===== config.mk =====
export PLATFORM = sky130hd
export DESIGN_NAME = seq_divider_32_16
export DESIGN_NICKNAME = d
export VERILOG_FILES = /design/src/rtl/arith_pkg.sv /design/src/rtl/seq_divider_32_16_div_step.sv /design/src/rtl/seq_divider_32_16.sv
export SDC_FILE = /design/constraint.sdc
export NUM_CORES = 1
export LEC_CHECK = 0
export CORE_MARGIN = 3
export CORE_UTILIZATION = 51
export CTS_BUF_LIST = sky130_fd_sc_hd__clkbuf_8
export DETAILED_ROUTE_END_ITERATION = 10
export GPL_ROUTABILITY_DRIVEN = 0
export HOLD_SLACK_MARGIN = 0.15
export PLACE_DENSITY = 0.83
export SYNTH_ARGS = -nofsm -noshare
export SYNTH_HDL_FRONTEND = slang
export SYNTH_SLANG_ARGS = --single-unit

===== constraint.sdc =====
create_clock -name clk -period 7.7 [get_ports clk]
set_clock_uncertainty 0.2 [all_clocks]
set_input_delay 2.31 -clock clk [delete_from_list [all_inputs] [get_ports clk]]
set_output_delay 2.31 -clock clk [all_outputs]
set_load 0.02 [all_outputs]

===== src/rtl/arith_pkg.sv =====
// Shared constants and state encoding for the sequential divider.
// N is the quotient/remainder width; the dividend is 2N wide.
package arith_pkg;
  localparam int N  = 16;
  localparam int CW = 4;
  localparam logic [CW-1:0] LAST_ITER = CW'(N - 1);

  typedef enum logic [1:0] {
    IDLE = 2'd0,
    CALC = 2'd1,
    DONE = 2'd2
  } state_t;
endpackage


===== src/rtl/seq_divider_32_16_div_step.sv =====
// One restoring-division iteration.
// Shifts the next dividend bit into the partial remainder, then keeps the
// trial difference only when it does not go negative.
module div_step
  import arith_pkg::*;
(
  input  logic [N:0]   r,
  input  logic [N-1:0] q,
  input  logic [N-1:0] divisor,
  output logic [N:0]   r_next,
  output logic [N-1:0] q_next
);
  logic [N:0] shifted;
  logic [N:0] trial;
  // The partial remainder stays below the divisor, so its top bit is always 0.
  logic       unused_r_msb;

  assign unused_r_msb = r[N];

  always_comb begin
    shifted = {r[N-1:0], q[N-1]};
    trial   = shifted - {1'b0, divisor};
    if (!trial[N]) begin
      r_next = trial;
      q_next = {q[N-2:0], 1'b1};
    end else begin
      r_next = shifted;
      q_next = {q[N-2:0], 1'b0};
    end
  end
endmodule


===== src/rtl/seq_divider_32_16.sv =====
// Multi-cycle restoring divider: 32-bit dividend / 16-bit divisor.
// Produces one quotient bit per clock, with a start/busy/done handshake.
module seq_divider_32_16
  import arith_pkg::*;
(
  input  logic           clk,
  input  logic           rst_n,
  input  logic           start,
  input  logic [2*N-1:0] dividend,
  input  logic [N-1:0]   divisor,
  output logic           busy,
  output logic           done,
  output logic [N-1:0]   quotient,
  output logic [N-1:0]   remainder,
  output logic           div_by_zero,
  output logic           overflow
);
  state_t         state_q, state_d;
  logic [CW-1:0]  cnt_q, cnt_d;
  logic [N:0]     r_q, r_d;
  logic [N-1:0]   qw_q, qw_d;
  logic [N-1:0]   dvs_q, dvs_d;
  logic [N-1:0]   quo_q, quo_d;
  logic [N-1:0]   rem_q, rem_d;
  logic           dbz_q, dbz_d;
  logic           ovf_q, ovf_d;
  logic [N:0]     r_next;
  logic [N-1:0]   q_next;

  div_step u_step (
    .r       (r_q),
    .q       (qw_q),
    .divisor (dvs_q),
    .r_next  (r_next),
    .q_next  (q_next)
  );

  always_comb begin
    state_d = state_q;
    cnt_d   = cnt_q;
    r_d     = r_q;
    qw_d    = qw_q;
    dvs_d   = dvs_q;
    quo_d   = quo_q;
    rem_d   = rem_q;
    dbz_d   = dbz_q;
    ovf_d   = ovf_q;
    case (state_q)
      IDLE, DONE: begin
        state_d = IDLE;
        if (start) begin
          if (divisor == '0) begin
            quo_d   = '1;
            rem_d   = dividend[N-1:0];
            dbz_d   = 1'b1;
            ovf_d   = 1'b0;
            state_d = DONE;
          end else if (dividend[2*N-1:N] >= divisor) begin
            // Quotient would not fit in N bits.
            quo_d   = '1;
            rem_d   = dividend[2*N-1:N];
            dbz_d   = 1'b0;
            ovf_d   = 1'b1;
            state_d = DONE;
          end else begin
            r_d     = {1'b0, dividend[2*N-1:N]};
            qw_d    = dividend[N-1:0];
            dvs_d   = divisor;
            dbz_d   = 1'b0;
            ovf_d   = 1'b0;
            cnt_d   = '0;
            state_d = CALC;
          end
        end
      end
      CALC: begin
        r_d   = r_next;
        qw_d  = q_next;
        cnt_d = cnt_q + CW'(1);
        // Visible results only change when the last bit lands.
        if (cnt_q == LAST_ITER) begin
          quo_d   = q_next;
          rem_d   = r_next[N-1:0];
          state_d = DONE;
        end
      end
      default: state_d = IDLE;
    endcase
  end

  always_ff @(posedge clk) begin
    if (!rst_n) begin
      state_q <= IDLE;
      cnt_q   <= '0;
      r_q     <= '0;
      qw_q    <= '0;
      dvs_q   <= '0;
      quo_q   <= '0;
      rem_q   <= '0;
      dbz_q   <= 1'b0;
      ovf_q   <= 1'b0;
    end else begin
      state_q <= state_d;
      cnt_q   <= cnt_d;
      r_q     <= r_d;
      qw_q    <= qw_d;
      dvs_q   <= dvs_d;
      quo_q   <= quo_d;
      rem_q   <= rem_d;
      dbz_q   <= dbz_d;
      ovf_q   <= ovf_d;
    end
  end

  assign busy        = (state_q == CALC);
  assign done        = (state_q == DONE);
  assign quotient    = quo_q;
  assign remainder   = rem_q;
  assign div_by_zero = dbz_q;
  assign overflow    = ovf_q;
endmodule


==> results.json, run 1 <==
{
  "area_growth_pct": 21.50,
  "hold_viol": 0,
  "hpwl_mm": 10.61,
  "cts_root_buf": "clkbuf_8",
  "route.detailed.drc": 0,
  "fin_util_pct": 65.40,
  "drive_gt1_share_pct": 8.249,
  "worstMarginPinSlew_ns": 1.117,
  "min_from": "dvs_q[14]$_SDFFE_PN0P_",
  "setup_viol": 0,
  "dpl_worst_slack_ns": 1.905,
  "synthCells": 618,
  "vias": 4906,
  "htree_levels": 3,
  "cts_sinks": 88,
  "grtUsageTotal_pct": 25.81,
  "setup_ws_ns": 2.195,
  "clk_pin_slew_ns": 0.10,
  "final_common_cell": "nand2_1",
  "postCtsResizedCells": 0,
  "slew_viol_final": 0,
  "hold_path_class": "register to register",
  "die_y_um": 106.1,
  "die_area_mm2": 0.01127,
  "antenna_found_initial": 0,
  "synth_xor_area_share_pct": 1.884,
  "clk_latency_ns": 0.37,
  "netlist_area_mm2": 0.005115,
  "synthArstFlopShare_pct": 0,
  "swShare_pct": 38.67,
  "regArea_mm2": 0.001762,
  "arrival_ns": 5.59,
  "peakVddDrop_mv": 0.1301,
  "p_sw_uw": 564.5,
  "ys_seq_area_share_pct": 34.44,
  "synthAdderAreaFrac_pct": 8.464,
  "seqPwrFrac_pct": 36.7,
  "drtPass1Iterations": 5,
  "port_buffers": 86,
  "p_comb_share_pct": 41.0,
  "cts-buffers-inserted": 9,
  "grt_first_pass_wirelength_mm": 23.56,
  "cts_max_path_buffers": 2,
  "ant_nets": 0,
  "die-width_um": 106.1,
  "grt_max_degree": 69,
  "via_per_inst": 5.983,
  "ys_seq_elements": 88,
  "p_per_area_mw_per_mm2": 234.9,
  "core_area_mm2": 0.009503,
  "diodes": 0,
  "synth-simple-area-share_pct": 19.13,
  "synth_compound_area_share_pct": 24.12,
  "critPathKind": "primary input to register",
  "max-cap-violations": 0,
  "placed_area_mm2": 0.006020,
  "wire_per_inst_um": 17.87,
  "rows": 35,
  "pin_count": 87,
  "synth-edff-count": 0,
  "syn_avg_cell_area_um2": 8.277,
  "cts_tree": "done",
  "required_ns": 7.79,
  "finalCritPeriodShare_pct": 71.49,
  "cts_setup_buffers": 0,
  "start_kind": "primary input",
  "syn_nets": 703,
  "ys.flop_type": "dfxtp_1",
  "fin_crit_ns": 5.505,
  "n_fill_cell": 827,
  "start_util_pct": 53.82,
  "ys_types": 64,
  "max_slew_margin_pct": 25.28,
  "power_leakage_uw": 0.002647,
  "r2r_start": "qw_q[15]$_SDFFE_PN0P_",
  "multi_input_area_mm2": 0.003033,
  "drt_iter0_drc": 340,
  "crit_path_end_kind": "register",
  "fin_area_mm2": 0.006215,
  "fmax_mhz": 181.7,
  "first_global_vias": 4778,
  "synth.area.mux_share_pct": 5.651,
  "grt.overflow.total": 0,
  "synth_top_family_by_area": "compound AO/OA/AOI/OAI gates",
  "finalWirelength_mm": 14.66,
  "postCtsHoldBufs": 0,
  "cp-startpoint": "divisor[13]",
  "status": "finished clean",
  "layout.nets": 771,
  "path_max_fanout": 22,
  "internal-power_uw": 895.3,
  "tns_ns": 0,
  "yosysWarnings": 0,
  "final_cell_mix": "121 x nand2_1, 88 x dfxtp_1, 86 x clkdlybuf4s50_1",
  "hold_ws_ns": 0.2568,
  "clkPwrFrac_pct": 22.3,
  "rsz0062_at_grt": "false"
}
## per-stage QoR
| stage | power [uW] | cells |
|---|---|---|
| CTS | 1454 | 820 |
| global route | 1537 | 820 |
| finish | 1460 | 820 |
| detailed placement | 1132 | 804 |
| floorplan | 983.5 | 618 |
| global placement | 1111 | 804 |
## layout make-up
cell class | instances | area share [%]
multi-input combinational | 454 | 48.80
timing repair buffer | 93 | 14.70
sequential | 88 | 28.35
clock buffer | 10 | 2.215
clock inverter | 6 | 0.9261
inverter | 40 | 2.416
tap | 129 | 2.597
## cells by family (layout without fill, tap and decap cells)
group	after synthesis	after routing
flops	88	88
mux	27	27
fa+ha+maj	34	34
simple gates	221	221
buf+inv	76	149
compound gates	161	161
xor+xnor	11	11
## path summary, 6_finish.rpt
path	endpoint	slack, ns	cells after the start
setup / recovery	r_q[5]$_SDFFE_PN0P_	2.20	12
hold / removal	dvs_q[14]$_SDFFE_PN0P_	0.26	2
setup reg to reg	remainder[9]$_SDFFE_PN0P_	4.11	11
hold reg to reg	dvs_q[14]$_SDFFE_PN0P_	0.26	2
## sequential cells by signal, summed over array words and instances (netlist names)
signal       count
div_by_zero      1
r_q             16
dvs_q           16
cnt_q            4
state_q          2
remainder       16
overflow         1
quotient        16
qw_q            16
## metal layers
| metal | GRT usage (%) | up-vias | routed length [um] |
|---|---|---|---|
| met4 | 8.141 | 0 | 393 |
| li1 | - | 2346 | - |
| met3 | 4.675 | 43 | 1100 |
| met5 | 0 | - | 0 |
| met1 | 33.50 | 2296 | 6087 |
| met2 | 43.44 | 221 | 7076 |
## power groups by stage
| stage | logic, uW | clock network, uW | registers (uW) |
|---|---|---|---|
| after detailed placement | 586 | 0 | 546 |
| after global routing | 650 | 346 | 541 |
| after CTS | 590 | 328 | 536 |
| final | 598 | 326 | 536 |
| after global placement | 566 | 0 | 545 |
| after floorplan | 428 | 0 | 555 |
## worst max-delay path, stage by stage
cell,delay [ns]
clkdlybuf4s50_1,0.56
inv_1,0.07
ha_1,0.30
a21o_1,0.19
a21o_1,0.17
a21o_1,0.18
a211oi_2,0.42
and3_1,0.57
buf_4,0.36
nand2_1,0.08
and3_1,0.16
a211oi_1,0.21
## cells in the mapped netlist, types with 13 or more instances
cell type	count	area, um^2
clkbuf_1	27	101.4
a211oi_1	14	105.1
mux2i_1	18	180.2
nand2_1	121	454.2
nor2_1	43	161.4
inv_1	40	150.1
and3_1	13	81.33
dfxtp_1	88	1762
o21ai_0	17	85.08
o221a_2	15	168.9
a21oi_1	40	200.2
a311oi_1	17	148.9
ha_1	33	412.9
(Power assumes the default switching activity.)
==> inputs of run 2 (changes only) <==
==> constraint.sdc (replaced) <==
create_clock -name clk -period 5.3 [get_ports clk]
set_clock_uncertainty 0.2 [all_clocks]
set_input_delay 1.59 -clock clk [delete_from_list [all_inputs] [get_ports clk]]
set_output_delay 1.59 -clock clk [all_outputs]
set_load 0.02 [all_outputs]
==> results.json, run 2 (synthesized netlist as in run 1, its figures left out) <==
{
  "die_area_mm2": 0.01127,
  "ant_nets": 0,
  "diodes": 0,
  "hpwl_mm": 10.84,
  "cts_tree": "done",
  "cts_max_path_buffers": 2,
  "layout.nets": 776,
  "drive_gt1_share_pct": 8.764,
  "rows": 35,
  "required_ns": 5.38,
  "peakVddDrop_mv": 0.1820,
  "path_max_fanout": 37,
  "drt_iter0_drc": 343,
  "fin_crit_ns": 4.588,
  "pin_count": 87,
  "hold_path_class": "register to register",
  "clk_pin_slew_ns": 0.09,
  "final_cell_mix": "121 x nand2_1, 88 x dfxtp_1, 86 x clkdlybuf4s50_1",
  "grtUsageTotal_pct": 26.45,
  "grt_max_degree": 68,
  "start_kind": "primary input",
  "postCtsResizedCells": 0,
  "max_slew_margin_pct": 56.61,
  "crit_path_end_kind": "register",
  "fin_util_pct": 65.81,
  "cts_root_buf": "clkbuf_8",
  "area_growth_pct": 22.26,
  "htree_levels": 3,
  "vias": 4999,
  "slew_viol_final": 0,
  "final_common_cell": "nand2_1",
  "arrival_ns": 4.67,
  "die-width_um": 106.1,
  "first_global_vias": 4912,
  "critPathKind": "primary input to register",
  "finalWirelength_mm": 14.95,
  "finalCritPeriodShare_pct": 86.56,
  "via_per_inst": 6.059,
  "port_buffers": 86,
  "p_per_area_mw_per_mm2": 340.4,
  "grt_first_pass_wirelength_mm": 24.03,
  "setup_viol": 0,
  "status": "finished clean",
  "die_y_um": 106.1,
  "clk_latency_ns": 0.37,
  "tns_ns": 0,
  "cts-buffers-inserted": 9,
  "hold_viol": 0,
  "fmax_mhz": 218.0,
  "power_leakage_uw": 0.002670,
  "grt.overflow.total": 0,
  "core_area_mm2": 0.009503,
  "postCtsHoldBufs": 0,
  "cts_setup_buffers": 0,
  "route.detailed.drc": 0,
  "start_util_pct": 53.82,
  "antenna_found_initial": 0,
  "rsz0062_at_grt": "false",
  "max-cap-violations": 0,
  "drtPass1Iterations": 5,
  "worstMarginPinSlew_ns": 0.6509,
  "wire_per_inst_um": 18.12,
  "cts_sinks": 88
}
[run 2: cell types whose count changed in the layout (fill, tap and decap cells not counted), sizes merged]
| cell | change |
|---|---|
| buf | +5 |
| inv | -4 |
| clkbuf | -1 |
| clkinv | +3 |
| clkinvlp | +1 |
| bufinv | +1 |
[run 2: layout make-up]
cell class                 instances  area [um^2]
clock inverter                     7        72.57
fill                             789         3249
tap                              129        161.4
sequential                        88         1762
multi-input combinational        454         3033
timing repair buffer              98        950.9
inverter                          40        150.1
clock buffer                       9        123.9
[run 2: routing by layer]
metal	share of wire [%]	routed length, um	global-route usage [%]
met1	41	6201	33.59
met2	48	7245	44.21
met3	7.2	1072	6.254
met4	2.9	428	8.696
met5	0	0	0
[run 2: metrics by stage]
step	hold slack (ns)	worst slack [ns]	cell area (um^2)	power (uW)	std cells
finish	0.2601	0.7124	6254	2129	825
global route	0.2775	0.5456	6254	2240	825
CTS	0.2625	0.7414	6254	2121	825
detailed placement	0.2498	0.3840	6057	1651	809
global placement	0.2430	0.5504	6057	1617	809
floorplan	0.2363	1.344	5115	1429	618
[run 2: final timing paths]
path | startpoint | end | slack (ns) | cells after the start
setup / recovery | divisor[13] | qw_q[0]$_SDFFE_PN0P_ | 0.71 | 12
hold / removal | dvs_q[2]$_SDFFE_PN0P_ | dvs_q[2]$_SDFFE_PN0P_ | 0.26 | 2
setup reg to reg | qw_q[15]$_SDFFE_PN0P_ | remainder[9]$_SDFFE_PN0P_ | 1.72 | 11
hold reg to reg | dvs_q[2]$_SDFFE_PN0P_ | dvs_q[2]$_SDFFE_PN0P_ | 0.26 | 2
[run 2: power breakdown]
group | total, uW | internal (uW) | switching [uW]
combinational | 872 | 378 | 493
clock | 475 | 219 | 256
sequential | 782 | 729 | 53.0
total | 2130 | 1330 | 803
[run 2: critical path, stage by stage]
cell and delay, ns:
clkdlybuf4s50_1 0.54, inv_1 0.08, ha_1 0.30, a21o_1 0.18, a21o_1 0.17, a21o_1 0.18, a211oi_2 0.43, and3_1 0.29
buf_4 0.39, nand2_1 0.09, and3_1 0.18, a211oi_1 0.23
